### src/rtl/hash_mem_arbiter_if.sv
// -----------------------------------------------------------------------------
// hash_mem_arbiter_if
//
// Bundles the per-core request/grant handshake and the single-port hash
// memory bus that the arbiter sits between.
//
//   req, we          per-core request / write enable          (cores -> arbiter)
//   addr, wdata      per-core address / write data, packed     (cores -> arbiter)
//   gnt, rvalid      one-hot grant / per-core read strobe      (arbiter -> cores)
//   rdata            read data broadcast to every core         (arbiter -> cores)
//   mem_we, memory_addr, memory_write_data                     (arbiter -> memory)
//   memory_read_data memory read data, 1-cycle latency         (memory -> arbiter)
//
// modport slave  : the arbiter's view.
// modport master : the view of the cores and the memory together.
// -----------------------------------------------------------------------------
interface hash_mem_arbiter_if #(
    parameter int NUM_REQ = 4
);
    logic [NUM_REQ-1:0]    req;
    logic [NUM_REQ-1:0]    we;
    logic [NUM_REQ*16-1:0] addr;
    logic [NUM_REQ*32-1:0] wdata;
    logic [NUM_REQ-1:0]    gnt;
    logic [NUM_REQ-1:0]    rvalid;
    logic [31:0]           rdata;
    logic                  mem_we;
    logic [15:0]           memory_addr;
    logic [31:0]           memory_write_data;
    logic [31:0]           memory_read_data;

    modport slave (
        input  req, we, addr, wdata, memory_read_data,
        output gnt, rvalid, rdata, mem_we, memory_addr, memory_write_data
    );

    modport master (
        output req, we, addr, wdata, memory_read_data,
        input  gnt, rvalid, rdata, mem_we, memory_addr, memory_write_data
    );
endinterface

### src/rtl/hash_mem_arbiter.sv
// -----------------------------------------------------------------------------
// hash_mem_arbiter
//
// Shares one single-port hash memory between NUM_REQ hashing cores. One core
// owns the memory at a time; ownership rotates round-robin, and a burst limit
// forces rotation when a streaming owner has made MAX_BURST accesses while
// other cores are waiting.
//
// Ports:
//   clk      system clock, forwarded unchanged as mem_clk
//   reset_n  synchronous, active-low reset
//   mem_clk  memory clock (= clk)
//   bus      hash_mem_arbiter_if.slave: core handshake plus memory port
// -----------------------------------------------------------------------------
module hash_mem_arbiter #(
    parameter int NUM_REQ   = 4,
    parameter int MAX_BURST = 16
) (
    input  logic                clk,
    input  logic                reset_n,
    output logic                mem_clk,
    hash_mem_arbiter_if.slave   bus
);
    localparam int IDX_W = $clog2(NUM_REQ);

    typedef enum logic {
        ST_IDLE,
        ST_OWN
    } state_e;

    state_e             state_q, state_d;
    logic [IDX_W-1:0]   own_q, own_d;
    logic [IDX_W-1:0]   last_q, last_d;
    logic [7:0]         burst_q, burst_d;
    logic [NUM_REQ-1:0] gnt_q, gnt_d;
    logic [NUM_REQ-1:0] rvalid_q, rvalid_d;

    logic [NUM_REQ-1:0] own_mask;
    logic [IDX_W-1:0]   sel_idx;
    logic [IDX_W-1:0]   cand;
    logic               sel_found;
    logic               access;
    logic               others_req;
    logic               limit_hit;

    assign mem_clk    = clk;
    assign own_mask   = NUM_REQ'(1) << own_q;
    assign access     = (state_q == ST_OWN) && bus.req[own_q];
    assign others_req = |(bus.req & ~own_mask);
    // The access being counted now is the one that reaches the limit.
    assign limit_hit  = access && (({1'b0, burst_q} + 9'd1) >= 9'(MAX_BURST));

    // Round-robin pick: first requester at last+1, last+2, ... (mod NUM_REQ).
    // Scanning from the far end lets the nearest requester overwrite the
    // result. While a core owns, last_q == own_q, so the owner itself is the
    // final candidate and is only chosen when nobody else is asking.
    always_comb begin
        // NOTE: every variable written here gets a default first, so no
        // path leaves it unassigned and no latch is inferred.
        sel_idx   = '0;
        sel_found = 1'b0;
        cand      = '0;
        for (int k = NUM_REQ; k >= 1; k--) begin
            cand = IDX_W'((int'(last_q) + k) % NUM_REQ);
            if (bus.req[cand]) begin
                sel_found = 1'b1;
                sel_idx   = cand;
            end
        end
    end

    // Ownership FSM: next state, burst count and read-strobe generation.
    always_comb begin
        state_d  = state_q;
        own_d    = own_q;
        last_d   = last_q;
        burst_d  = burst_q;
        rvalid_d = '0;

        case (state_q)
            ST_IDLE: begin
                if (sel_found) begin
                    state_d = ST_OWN;
                    own_d   = sel_idx;
                    last_d  = sel_idx;
                    burst_d = '0;
                end
            end

            ST_OWN: begin
                if (!access) begin
                    // Release: hand over directly, no IDLE cycle in between.
                    burst_d = '0;
                    if (sel_found) begin
                        own_d  = sel_idx;
                        last_d = sel_idx;
                    end else begin
                        state_d = ST_IDLE;
                    end
                end else begin
                    if (!bus.we[own_q]) begin
                        rvalid_d = own_mask;
                    end
                    if (limit_hit && others_req) begin
                        // Preempt; the owner stays requesting and is requeued.
                        own_d   = sel_idx;
                        last_d  = sel_idx;
                        burst_d = '0;
                    end else if (limit_hit) begin
                        burst_d = 8'(MAX_BURST);
                    end else begin
                        burst_d = burst_q + 8'd1;
                    end
                end
            end

            default: state_d = ST_IDLE;
        endcase

        gnt_d = (state_d == ST_OWN) ? (NUM_REQ'(1) << own_d) : '0;
    end

    // Memory port: driven only while the owner is actually accessing.
    always_comb begin
        bus.mem_we            = 1'b0;
        bus.memory_addr       = '0;
        bus.memory_write_data = '0;
        if (access) begin
            bus.mem_we            = bus.we[own_q];
            bus.memory_addr       = bus.addr[own_q*16 +: 16];
            bus.memory_write_data = bus.wdata[own_q*32 +: 32];
        end
    end

    always_ff @(posedge clk) begin
        // NOTE: state registers use non-blocking assignments so every flop
        // samples the pre-edge value regardless of statement order.
        if (!reset_n) begin
            state_q  <= ST_IDLE;
            own_q    <= '0;
            last_q   <= IDX_W'(NUM_REQ - 1);
            burst_q  <= '0;
            gnt_q    <= '0;
            rvalid_q <= '0;
        end else begin
            state_q  <= state_d;
            own_q    <= own_d;
            last_q   <= last_d;
            burst_q  <= burst_d;
            gnt_q    <= gnt_d;
            rvalid_q <= rvalid_d;
        end
    end

    assign bus.gnt    = gnt_q;
    assign bus.rvalid = rvalid_q;
    assign bus.rdata  = bus.memory_read_data;
endmodule

### src/flat_wrapper.sv
// flat-port wrapper written by rule: the top's interface ports become plain ports
module hash_mem_arbiter_flat 
#(
    parameter int NUM_REQ   = 4,
    parameter int MAX_BURST = 16
)
  (clk, reset_n, mem_clk, bus_req, bus_we, bus_addr, bus_wdata, bus_memory_read_data, bus_gnt, bus_rvalid, bus_rdata, bus_mem_we, bus_memory_addr, bus_memory_write_data);
  hash_mem_arbiter_if #(.NUM_REQ(NUM_REQ)) bus_i ();
  input  logic clk;
  input  logic reset_n;
  output logic mem_clk;
  input wire logic [$bits(bus_i.req)-1:0] bus_req;
  input wire logic [$bits(bus_i.we)-1:0] bus_we;
  input wire logic [$bits(bus_i.addr)-1:0] bus_addr;
  input wire logic [$bits(bus_i.wdata)-1:0] bus_wdata;
  input wire logic [$bits(bus_i.memory_read_data)-1:0] bus_memory_read_data;
  output wire logic [$bits(bus_i.gnt)-1:0] bus_gnt;
  output wire logic [$bits(bus_i.rvalid)-1:0] bus_rvalid;
  output wire logic [$bits(bus_i.rdata)-1:0] bus_rdata;
  output wire logic [$bits(bus_i.mem_we)-1:0] bus_mem_we;
  output wire logic [$bits(bus_i.memory_addr)-1:0] bus_memory_addr;
  output wire logic [$bits(bus_i.memory_write_data)-1:0] bus_memory_write_data;
  assign bus_i.req = bus_req;
  assign bus_i.we = bus_we;
  assign bus_i.addr = bus_addr;
  assign bus_i.wdata = bus_wdata;
  assign bus_i.memory_read_data = bus_memory_read_data;
  assign bus_gnt = bus_i.gnt;
  assign bus_rvalid = bus_i.rvalid;
  assign bus_rdata = bus_i.rdata;
  assign bus_mem_we = bus_i.mem_we;
  assign bus_memory_addr = bus_i.memory_addr;
  assign bus_memory_write_data = bus_i.memory_write_data;
  hash_mem_arbiter #(.NUM_REQ(NUM_REQ), .MAX_BURST(MAX_BURST)) u_core (.clk(clk), .reset_n(reset_n), .mem_clk(mem_clk), .bus(bus_i));
endmodule
### config.mk
export PLATFORM = sky130hd
export DESIGN_NAME = hash_mem_arbiter_flat
export DESIGN_NICKNAME = d
export VERILOG_FILES = /design/src/rtl/hash_mem_arbiter_if.sv /design/src/rtl/hash_mem_arbiter.sv /design/src/flat_wrapper.sv
export SDC_FILE = /design/constraint.sdc
export NUM_CORES = 1
export LEC_CHECK = 0
export CAP_MARGIN = 5
export CORE_AREA = 2 2 126 128
export DETAILED_ROUTE_END_ITERATION = 8
export DIE_AREA = 0 0 128 130
export SETUP_SLACK_MARGIN = 0.05
export SYNTH_ARGS = -nofsm -noshare
export SYNTH_HDL_FRONTEND = slang
export SYNTH_SLANG_ARGS = --single-unit
### constraint.sdc
create_clock -name clk -period 2.3 [get_ports clk]
set_input_delay 0.46 -clock clk [delete_from_list [all_inputs] [get_ports clk]]
set_output_delay 0.46 -clock clk [all_outputs]
set_load 0.005 [all_outputs]
==> metrics <==
# diodes=0; first-pass iteration count of the detailed router=4; sw power=781.7 uW; RSZ-0062 raised after global routing=true; vias in the first global route=3447; CP Launch Point=u_core.own_q[0]$_SDFF_PN0_; clock share of power=0.238; hpwl dp=11.22 mm; routed vias=3301; Non-Filler Instances=712; Layout fillers=1496; Placed Area=0.005557 sq mm; Clock transition at path regs=0.06 ns; cell area after layout=0.006222 sq mm; final net count=757; cell area power density=441.2 mW/mm^2; initial antenna violation count=0; Ports=324; top_reg_cell synth=dfxtp_1; failing checks=negative setup slack; Critical Path Slowest Stage Cell=mux4_2; Rows=46; Internal=1.964 mW; Avg Synthesized Cell Area=10.90 sq um; I/O Buffers=259; placed insts=674; WL final=15.17 mm; Worst Clk Skew=0.001880 ns; Syn Nets=491; CTS tree=built; leak pwr=2.455 nW; Synth Warn #=0; Flop pwr share=0.152; P&R area growth vs syn=123.8%; final max-slew violation count=0; fin crit period=2.463 ns; antenna viol nets, final=0; Die H=130 um; Setup crit start kind=register; reg2reg start=u_core.own_q[0]$_SDFF_PN0_; hold_ws=0.5221 ns; Die ar.=0.01664 sq mm; library cells used by synthesis=40; drt first-iter violations=91; final worst path period share=1.071; number of synthesized flops with an enable pin=0; Place WS=-0.4500 ns; Horiz. Die Dim=128 um; Hold Startpoint=u_core.burst_q[6]$_SDFFE_PN0P_; overall power=2.745 mW; crit-path cells=mux4_2, buf_8, clkbuf_16, and3_4, buf_6; Logic pwr share=0.609; WP data arrival=2.00 ns; Final setup viols=48; vias per cell=4.636; ys async rst share=0; most frequent cells in the layout=205 x clkdlybuf4s50_1, 50 x mux4_2, 42 x and3_4; aggregate global routing overflow=0; hold crit path type=reg2reg; number of max-cap violations=0; Overall Global Routing Usage=0.1578; Worst setup EP type=output pin; share of layout cells above drive strength 1=0.4269; delay-heaviest family, CP=multiplexers; mapped cell area=0.002780 sq mm; synthesized instance count=255; Final Wtd Congestion=0.8246; worst-path maximum fanout=6; dominant cells by area after synthesis=mux4_2 41%, dfxtp_1 15%, and3_1 12%; max_slew headroom=0.6417; max incr delay on CP=0.59 ns; Initial Util=0.1802; Buf/Inv on CP=3; number of synthesized register bits=21; commonest non-fill, non-tap cell in the layout=clkdlybuf4s50_1; VDD IR max=0.4557 mV; leading area contributor after synthesis=mux4_2; first-pass GRT wire length=19.87 mm; sequential share of the synthesized area=0.1512; post-synth top area share=0.4050; Crit Path Category=reg2out; # DRC=0; Sw Share=0.2847; Fmax achieved=0.4060 GHz; worst slew pin tran=0.5374 ns; Skew-Pair Late Insertion Delay=0.37 ns; status=finished with violations; worst setup margin=-0.1633 ns; core outline area=0.01542 sq mm; wire per inst=21.30 um; final hold vios=0; Post-CTS Hold Buffers=0; CP Data Required Time=1.84 ns; largest net degree at the start of global routing=56
[final timing paths]
kind	to	slack [ns]	cells after the start
setup / recovery	bus_memory_addr[1]	-0.16	5
setup reg to reg	u_core.bus.gnt[1]$_SDFF_PP0_	-0.03	9
hold reg to reg	u_core.burst_q[6]$_SDFFE_PN0P_	0.52	1
hold / removal	u_core.burst_q[6]$_SDFFE_PN0P_	0.52	1
[layout make-up]
| class | count | area, sq um | share of cell area |
|---|---|---|---|
| inverter | 4 | 15.01 | 0.002413 |
| timing repair buffer | 315 | 3159 | 0.5077 |
| sequential | 21 | 429.2 | 0.06897 |
| clock buffer | 8 | 162.7 | 0.02614 |
| tap | 192 | 240.2 | 0.03861 |
| multi-input combinational | 172 | 2216 | 0.3561 |
[metal layers]
layer	routed length (um)	GRT usage	share of wire	vias up
met3	1026	0.04592	0.068	23
met1	5583	0.1761	0.37	1624
met4	299	0.04654	0.020	0
li1	-	-	-	1506
met5	0	0	0	-
met2	8258	0.2919	0.54	148
[metrics by stage]
step	utilization	setup TNS, ns
after global routing	0.4034	-8.345
after CTS	0.3685	-10.44
after detailed placement	0.3602	-22.45
after floorplan	-	0
after global placement	0.3602	-21.02
final	0.4034	-6.142
[cells by family after synthesis]
group / count (synthesis) / share of synthesized area
mux: 54 / 0.4284
fa+ha+maj: 2 / 0.008999
flops: 21 / 0.1512
compound gates: 21 / 0.06211
buf+inv: 62 / 0.1341
simple gates: 95 / 0.2151
[synth_stat cells (all sizes together), types with 2 or more instances]
master  instances
a21oi           2
a31oi           2
and2            2
and3           54
buf            41
clkbuf         17
dfxtp          21
ha              2
inv             4
mux2i           4
mux4           50
nand2           9
nand3           3
nor2            7
nor2b           5
nor3            4
nor3b           4
o21ai           8
o221ai          2
[state kept, by name, summed over array words and instances, names as in the netlist]
name	count
u_core.bus.gnt	4
u_core.last_q	2
u_core.bus.rvalid	4
u_core.burst_q	8
u_core.own_q	2
u_core.state_q	1
[repair_timing]
action                                  4_1_cts  5_1_grt
cloned                                        0        7
endpoints found under the setup margin       52       57
pin swaps                                     0        9
resized for setup                            71      187
buffers inserted                              2       22
[power by group through the flow]
stage / combinational (mW) / clock, mW / sequential [mW]
2_1_floorplan: 0.638 / 0.0282 / 0.410
3_3_place_gp: 1.34 / 0.0366 / 0.429
3_5_place_dp: 1.35 / 0.0366 / 0.431
4_1_cts: 1.31 / 0.665 / 0.423
5_1_grt: 1.77 / 0.685 / 0.422
6_report: 1.67 / 0.654 / 0.418
Note: power is estimated with default switching activity, not from simulation.
